===== src/rtl/mem_pkg.sv =====
// mem_pkg: opcode ranges, FSM states and opcode-class helpers shared by the memory stage.
package mem_pkg;
  localparam logic [4:0] OP_LW_LO = 5'd3;
  localparam logic [4:0] OP_LW_HI = 5'd5;
  localparam logic [4:0] OP_LH_LO = 5'd6;
  localparam logic [4:0] OP_LH_HI = 5'd8;
  localparam logic [4:0] OP_LB_LO = 5'd9;
  localparam logic [4:0] OP_LB_HI = 5'd11;
  typedef enum logic {S_NORM, S_SPLIT2} state_t;
  function automatic logic is_word(input logic [4:0] op);
    return op >= OP_LW_LO && op <= OP_LW_HI;
  endfunction
  function automatic logic is_half(input logic [4:0] op);
    return op >= OP_LH_LO && op <= OP_LH_HI;
  endfunction
  function automatic logic is_byte(input logic [4:0] op);
    return op >= OP_LB_LO && op <= OP_LB_HI;
  endfunction
endpackage


===== src/rtl/mem_lane_gen.sv =====
// mem_lane_gen: store byte enables and lane-shifted write data for the first or second beat.
module mem_lane_gen
  import mem_pkg::*;
(
  input  logic [4:0]  i_opcode,
  input  logic [1:0]  i_off,
  input  logic        i_beat2,
  input  logic [31:0] i_data,
  output logic [3:0]  o_be,
  output logic [31:0] o_wdata
);
  logic [2:0] w_sh2;
  logic [3:0] w_be1, w_be2;
  assign w_sh2 = 3'd4 - {1'b0, i_off};
  // Beat 1 covers the lanes from off upward; beat 2 the lanes that spilled past the word.
  always_comb begin
    w_be1   = is_word(i_opcode) ? 4'hF << i_off : is_half(i_opcode) ? 4'h3 << i_off : 4'h1 << i_off;
    w_be2   = is_word(i_opcode) ? 4'hF >> w_sh2 : is_half(i_opcode) ? 4'h1 : 4'h0;
    o_be    = i_beat2 ? w_be2 : w_be1;
    o_wdata = i_beat2 ? i_data >> {w_sh2, 3'b000} : i_data << {i_off, 3'b000};
  end
endmodule


===== src/rtl/mem_stage.sv =====
// mem_stage: issues data-memory requests, splits misaligned accesses into two beats, registers writeback fields.
module mem_stage
  import mem_pkg::*;
#(
  parameter int   ADDR_W     = 32,
  parameter logic BUBBLE_RST = 1'b1
) (
  input  logic              clk,
  input  logic              rst_n,
  input  logic              clk_en,
  input  logic              halt,
  input  logic              flush,
  input  logic              bubble_in,
  input  logic [4:0]        opcode_in,
  input  logic              is_load_in,
  input  logic              is_store_in,
  input  logic [4:0]        tgt_in_1,
  input  logic [4:0]        tgt_in_2,
  input  logic [ADDR_W-1:0] addr_in,
  input  logic [31:0]       store_data,
  input  logic [31:0]       alu_in_1,
  input  logic [31:0]       alu_in_2,
  input  logic [7:0]        exc_in,
  output logic              stall_out,
  output logic              mem_req,
  output logic              mem_we,
  output logic [ADDR_W-1:0] mem_addr,
  output logic [3:0]        mem_be,
  output logic [31:0]       mem_wdata,
  input  logic              mem_ready,
  output logic              bubble_out,
  output logic              is_load_out,
  output logic              is_store_out,
  output logic              is_misaligned_out,
  output logic [4:0]        opcode_out,
  output logic [4:0]        tgt_out_1,
  output logic [4:0]        tgt_out_2,
  output logic [ADDR_W-1:0] addr_out,
  output logic [31:0]       alu_out_1,
  output logic [31:0]       alu_out_2,
  output logic [7:0]        exc_out
);
  state_t r_state, w_next;
  logic r_bubble, r_ld, r_st, r_mis;
  logic [4:0] r_op, r_tgt1, r_tgt2;
  logic [ADDR_W-1:0] r_addr;
  logic [31:0] r_alu1, r_alu2;
  logic [7:0] r_exc;
  logic w_needed, w_split, w_beat2, w_adv;
  logic [1:0] w_off;
  logic [3:0] w_be;
  assign w_off   = addr_in[1:0];
  assign w_beat2 = r_state == S_SPLIT2;
  assign w_needed = !bubble_in && exc_in == 8'h0 && (is_load_in || is_store_in) && !flush;
  assign w_split = w_needed && ((is_word(opcode_in) && w_off != 2'd0) || (is_half(opcode_in) && w_off == 2'd3));
  assign w_adv = clk_en && !halt && (!mem_req || mem_ready);
  mem_lane_gen u_lane (
    .i_opcode(opcode_in),
    .i_off   (w_off),
    .i_beat2 (w_beat2),
    .i_data  (store_data),
    .o_be    (w_be),
    .o_wdata (mem_wdata)
  );
  // Reset gates the combinational handshake so an aborted split stops requesting at once.
  always_comb begin
    mem_req   = rst_n && w_needed && clk_en && !halt;
    mem_we    = mem_req && is_store_in;
    mem_addr  = {addr_in[ADDR_W-1:2], 2'b00} + {{(ADDR_W-3){1'b0}}, w_beat2, 2'b00};
    mem_be    = is_store_in ? w_be : 4'hF;
    stall_out = rst_n && (w_beat2 ? !w_adv : (w_split || (mem_req && !mem_ready)));
    w_next    = !w_adv ? r_state : (!flush && !w_beat2 && w_split) ? S_SPLIT2 : S_NORM;
  end
  always_ff @(posedge clk or negedge rst_n)
    if (!rst_n) r_state <= S_NORM;
    else r_state <= w_next;
  // Beat 1 of a split registers a bubble but keeps the byte address for the merge in writeback.
  always_ff @(posedge clk or negedge rst_n)
    if (!rst_n) begin
      r_bubble <= BUBBLE_RST;
      {r_ld, r_st, r_mis, r_op, r_tgt1, r_tgt2, r_addr, r_alu1, r_alu2, r_exc} <= '0;
    end else if (w_adv) begin
      if (flush || (!w_beat2 && w_split)) begin
        r_bubble <= 1'b1;
        r_mis    <= 1'b0;
        if (!flush) r_addr <= addr_in;
      end else begin
        r_bubble <= bubble_in;
        r_mis    <= w_beat2;
        r_ld     <= is_load_in;
        r_st     <= is_store_in;
        r_op     <= opcode_in;
        r_tgt1   <= tgt_in_1;
        r_tgt2   <= tgt_in_2;
        r_addr   <= addr_in;
        r_alu1   <= alu_in_1;
        r_alu2   <= alu_in_2;
        r_exc    <= exc_in;
      end
    end
  assign bubble_out        = r_bubble;
  assign is_load_out       = r_ld;
  assign is_store_out      = r_st;
  assign is_misaligned_out = r_mis;
  assign opcode_out        = r_op;
  assign tgt_out_1         = r_tgt1;
  assign tgt_out_2         = r_tgt2;
  assign addr_out          = r_addr;
  assign alu_out_1         = r_alu1;
  assign alu_out_2         = r_alu2;
  assign exc_out           = r_exc;
endmodule


===== config.mk =====
export PLATFORM = sky130hd
export DESIGN_NAME = mem_stage
export DESIGN_NICKNAME = d
export VERILOG_FILES = /design/src/rtl/mem_pkg.sv /design/src/rtl/mem_lane_gen.sv /design/src/rtl/mem_stage.sv
export SDC_FILE = /design/constraint.sdc
export NUM_CORES = 1
export LEC_CHECK = 0
export ABC_AREA = 1
export CAP_MARGIN = 20
export CORE_AREA = 2 2 125 218
export DETAILED_ROUTE_END_ITERATION = 8
export DIE_AREA = 0 0 127 220
export DONT_BUFFER_PORTS = 1
export GPL_ROUTABILITY_DRIVEN = 1
export PLACE_DENSITY = 0.42
export SLEW_MARGIN = 20
export SYNTH_ARGS = -nofsm -noshare
export SYNTH_HDL_FRONTEND = slang
export SYNTH_SLANG_ARGS = --single-unit

===== constraint.sdc =====
create_clock -name clk -period 2.34 [get_ports clk]
set_clock_uncertainty 0.15 [all_clocks]
set_input_delay 0.351 -clock clk [delete_from_list [all_inputs] [get_ports clk]]
set_output_delay 0.351 -clock clk [all_outputs]
set_load 0.05 [all_outputs]

After elaboration in Yosys (flattened, before gate mapping):

Cells that the tools add are included.

* add/subtract/negate cells: 2
* divide/modulo/power cells: 0
* order comparisons: 4
* eq/ne operators: 2
* muxes and demuxes: 13
* shifts and indexed selects: 6
* bitwise operators: 1
* reductions and logical operators: 35
* multipliers: 0

Operator list (number)
* $mux W32: 3
* $add A32 B3 Y32: 1
* $shl A32 B5 Y32: 1
* $shr A32 B6 Y32: 1
* $mux W4: 5
* $logic_and A1 B1 Y1: 19
* $logic_not A8 Y1: 1
* $logic_not A1 Y1: 7
* $ge A5 B2 Y1 const B: 1
* $ge A5 B3 Y1 const B: 1
* $le A5 B3 Y1 const B: 1
* $le A5 B4 Y1 const B: 1
* $logic_or A1 B1 Y1: 5
* $mux W1: 5
* $reduce_and A2 Y1: 2
* $shl A1 B2 Y4 const A: 1
* $shl A2 B2 Y4 const A: 1
* $shl A4 B2 Y4 const A: 1
* $shr A4 B3 Y4 const A: 1
* $sub A3 B2 Y3 const A: 1
* $eq A2 B2 Y1 const B: 1
* $ne A2 B2 Y1 const B: 1
* $reduce_bool A2 Y1: 1
* $not A1 Y1: 1

* bits in registers: 124
* latch bits: 0
* RAM bits: 0
* word-level logic and storage cells: 75
* output and inout port bits: 194
* bits of input ports: 160
* memory bits (read-only): 0
* memories kept: 0

Logic depth before layout (Yosys ltp):

* depth after elaboration: 13
* gate-level depth with buffers: 11
* gate-level depth less buffers: 11

Hierarchy:

From an unflattened synthesis, not the netlist that was laid out.

* cell total of the unflattened synthesis: 1006
* area total of the unflattened synthesis: 7312.0 sq um

Modules (own cells, without submodules)
* mem_stage: seq. area each 3104.2 sq um, times used 1, cells each 731, area each 5940.7 sq um
* mem_lane_gen: seq. area each 0.0 sq um, times used 1, cells each 275, area each 1371.3 sq um

Worst setup path before layout:

No wires, ideal clock.

* path type: input to output
* start: in addr_in[0]
* end: out mem_wdata[27]
* stages: 9
* data required time: 1.839 ns
* slack: -0.859 ns
* arrival: 2.698 ns
* buffers on the path: 2
* cells stage by stage: inv_1 > clkbuf_1 > ha_1 > inv_1 > nand2_2 > nand2_1 > inv_1 > buf_2 > o21ai_0

* word-level cells in the longest chain between the ends: 3
* elaborated cells on any way between the ends: 4
* classes of those cells: add/sub: 1; shift: 2; mux: 1

RTL lines
* from (decl): line mem_stage.sv:19 `input logic [ADDR_W-1:0] addr_in,`
* $sub A3 B2 Y3: line mem_lane_gen.sv:14 `assign w_sh2 = 3'd4 - {1'b0, i_off};`
* $shr A32 B6 Y32: line mem_lane_gen.sv:20 `o_wdata = i_beat2 ? i_data >> {w_sh2, 3'b000} : i_data << {i_off, 3'b000};`
* $mux W32 *: line mem_lane_gen.sv:20
* to (decl): line mem_stage.sv:29 `output logic [31:0] mem_wdata,`

Every way passes the cells marked *; elsewhere a longest branch is shown, timed or not.

Final worst setup path:

* start: reg r_state
* end: out mem_addr[16]

* word-level cells in the longest chain between the ends: 1

RTL lines
* from (decl): line mem_stage.sv:43 `state_t r_state, w_next;`
* from (signal assigned): line mem_stage.sv:76 `else r_state <= w_next;`
* $add A32 B3 Y32: line mem_stage.sv:69 `mem_addr = {addr_in[ADDR_W-1:2], 2'b00} + {{(ADDR_W-3){1'b0}}, w_beat2, 2'b00};`
* to (decl): line mem_stage.sv:27 `output logic [ADDR_W-1:0] mem_addr,`

No other way between the ends.

==> summary.md <==
| Metric | Value |
|---|---|
| Outcome | finished with violations |
| Violated checks | negative hold slack, negative setup slack |
| Chip Width | 127 um |
| Mapped Area | 6970 um^2 |
| Final hold violation count | 124 |
| Vias per std cell | 4.86 |
| Worst min-delay path class | in -> async |
| Worst path cell trace | ha_4, ha_4, inv_4, nor3_4, inv_2, nor3_4, nand3_2, xnor2_4, buf_12 |
| FF+latch count, synth | 124 |
| Vias in the first global route | 7467 |
| Synth warnings | 0 |
| CP peak stage delay | 0.40 ns |
| DRT antenna net count | 0 |
| Root Buffer | clkbuf_16 |
| WHS | -0.537 ns |
| Unrepaired setup endpoints after global routing | true |
| Initial antenna violation count | 0 |
| Crit-path max FO | 3 |
| Area grow syn2layout | 62.3% |
| Io pins | 354 |
| RR Endpoint | alu_out_2[27] |
| Global route total overflow | 0 |
| Fin nets | 1304 |
| DP Area | 8710 um^2 |
| Detailed Place HPWL | 19000 um |
| Total clock sinks | 124 |
| Worst Setup Start Kind | flip-flop |
| Starting Density | 26.5% |
| Async SR Flop Fraction | 100% |
| Post-synthesis cell count | 935 |
| EDFF count, synth | 0 |
| Fmax | 0.374 GHz |
| Core box area | 26300 um^2 |
| Max clock buf depth | 2 |
| Period utilization | 114% |
| R2r startpoint | r_state |
| Port Buf Inserts | 0 |
| GRT Util Overall | 19.5% |
| Mean Syn Cell Area | 7.45 um^2 |
| Critical path required time | 1.84 ns |
| Clock transition at path regs | 0.06 ns |
| Worst vdd ir | 0.499 mV |
| Final Worst Setup Slack | -0.335 ns |
| Dpl cells | 1303 |
| Residual DRC count | 0 |
| Global routing's busiest layer | met2 |
| Synth unique cells | 41 |
| Met2 Use GR | 35.0% |
| Slew Viols, Final | 0 |
| Met3 GRT Util | 6.46% |
| Total Wirelength | 28100 um |
| DR vias | 7170 |
| Global-route wire length before repair | 41700 um |
| Pwr dens | 701 nW/um^2 |
| Critical path class | reg -> out |
| FP Rows | 79 |
| R2R setup slack | 0.15 ns |
| Die area | 27900 um^2 |
| Post-synth top flop | dfrtp_1 |
| Pwr Total | 7.92 mW |
| Worst path arrival time | 2.17 ns |
| Final std cells w/o fill | 1474 |
| Worst-Margin Slew | 0.812 ns |
| Ant diodes | 0 |
| Area leader, netlist | dfrtp_1 |
| Top post-synthesis cells by area | dfrtp_1, nand2_1, o21ai_0, inv_1, nor2_1 |
| R2r worst-path depth | 10 |
| Maximum number of pins on one net before global-route repair | 126 |
| P_leak | 5.26 nW |
| CP Capture Type | output port |
| Sequential element share of the synthesized area | 44.6% |
| Share of the synthesized area in the top cell type | 44.2% |
| Per-cell routed wire length | 19.0 um |
| CTS H-tree depth | 4 |
| # setup viols final | 56 |
| Die Ht | 220 um |
| TritonCTS clock tree | built |
| Fin crit period | 2.68 ns |
| GPL Wtd Cong | 0.870 |
| Clk_lat worst skew | 0.43 ns |
| Hold-fix buffers, CTS | 113 |
| Starting DRT DRC Count | 301 |
| Slew margin rel. | 45.8% |
| Max cap viols | 0 |
| Cell area after layout | 11300 um^2 |
| DRT Pass-1 Iters | 4 |
| Crit path max-delay cell type | dfrtp_2 |
| Critical Path Start | r_state |
| GRT met1 Usage | 20.0% |
| Share of layout cells above drive strength 1 | 22.5% |
| Total CTS buffers | 17 |
-- cell usage after synthesis, types with 12 or more instances --
master	count
dfrtp_1	123
nor2_1	47
nand3_1	21
a21oi_1	21
o21ai_1	30
nand2_1	369
o21ai_0	97
buf_4	12
inv_1	69
xor2_1	19
-- how the worst max path moves through the flow --
stage,end,slack (ns),cells past startpoint
final,mem_addr[16],-0.34,9
after global routing,mem_addr[31],-0.45,13
after CTS,mem_addr[16],-0.41,9
after detailed placement,mem_addr[22],-0.07,8
after global placement,mem_addr[22],-0.02,8
after floorplan,mem_addr[16],-0.21,8
-- timing repair --
action,4_1_cts,5_1_grt
hold endpoints to repair,237,124
pin swaps,31,35
cloned,0,1
setup endpoints to repair,59,103
setup buffers,17,10
gates resized for setup,99,44
-- logic make-up (layout without fill, tap and decap cells) --
kind of cell / Yosys count / in the layout / synth area share [%]
AND/OR/NAND/NOR: 474 / 475 / 27.8
flip-flops: 124 / 124 / 44.6
other: 1 / 2 / 0.0538
multiplexers: 2 / 2 / 0.287
XOR/XNOR: 24 / 24 / 3.02
buffers and inverters: 123 / 336 / 8.78
adder cells (fa/ha/maj): 6 / 6 / 1.08
AO/OA/AOI/OAI: 181 / 181 / 14.4
-- layout by cell type (no fill, tap or decap), drive strengths merged, types with 5 or more instances in the layout --
master	count
xor2	19
a22oi	5
dfrtp	123
nand2	374
nand4	6
ha	6
xnor2	5
clkbuf	25
buf	119
dlygate4sd3	113
inv	70
o21ai	127
o211ai	9
nand3	22
o221ai	11
a21oi	23
nor3	13
nor2	53
-- sequential cells by signal, summed over array words and instances (netlist names) --
register and flops:
alu_out_1 32, r_state 1, alu_out_2 32, bubble_out 1, exc_out 8, opcode_out 5, is_load_out 1, addr_out 32
is_misaligned_out 1, tgt_out_1 5, tgt_out_2 5, is_store_out 1
-- final cells by class --
cell class,instances,area (um^2)
clock inverter,7,65.1
multi-input combinational,690,4140
inverter,72,313
clock buffer,24,482
timing repair buffer,233,2800
sequential,124,3110
fill,2609,15000
tap,324,405
-- critical path: cells and delay by family, from the launching register on --
| kind | cells | cell delay [ns] |
|---|---|---|
| DFF | 1 | 0.40 |
| xor gates and xnor gates | 1 | 0.18 |
| buffers and inverters | 3 | 0.28 |
| adders and majority gates | 2 | 0.31 |
| and+or+nand+nor | 3 | 0.57 |
-- power breakdown --
group | total (mW) | internal (mW) | switching [mW]
clock | 2.50 | 1.53 | 0.975
combinational | 1.48 | 0.651 | 0.826
sequential | 3.94 | 2.46 | 1.48
total | 7.92 | 4.64 | 3.29
-- per-stage QoR --
stage               TNS, ns  util [%]  hold slack, ns  setup slack (ns)
floorplan             -1.33         -         -0.0946            -0.215
global placement    -0.0210      33.1         -0.0920           -0.0210
detailed placement  -0.0903      33.1         -0.0927           -0.0693
CTS                  -13.39      42.0          -0.570            -0.408
global route         -16.39      43.0          -0.564            -0.452
finish               -10.54      43.0          -0.537            -0.335
-- layer usage --
| layer | wire, um | vias up |
|---|---|---|
| met5 | 0 | - |
| met4 | 1100 | 0 |
| met3 | 2030 | 60 |
| met2 | 15100 | 266 |
| met1 | 9860 | 3439 |
| li1 | - | 3405 |
Note: power is estimated with default switching activity, not from simulation.
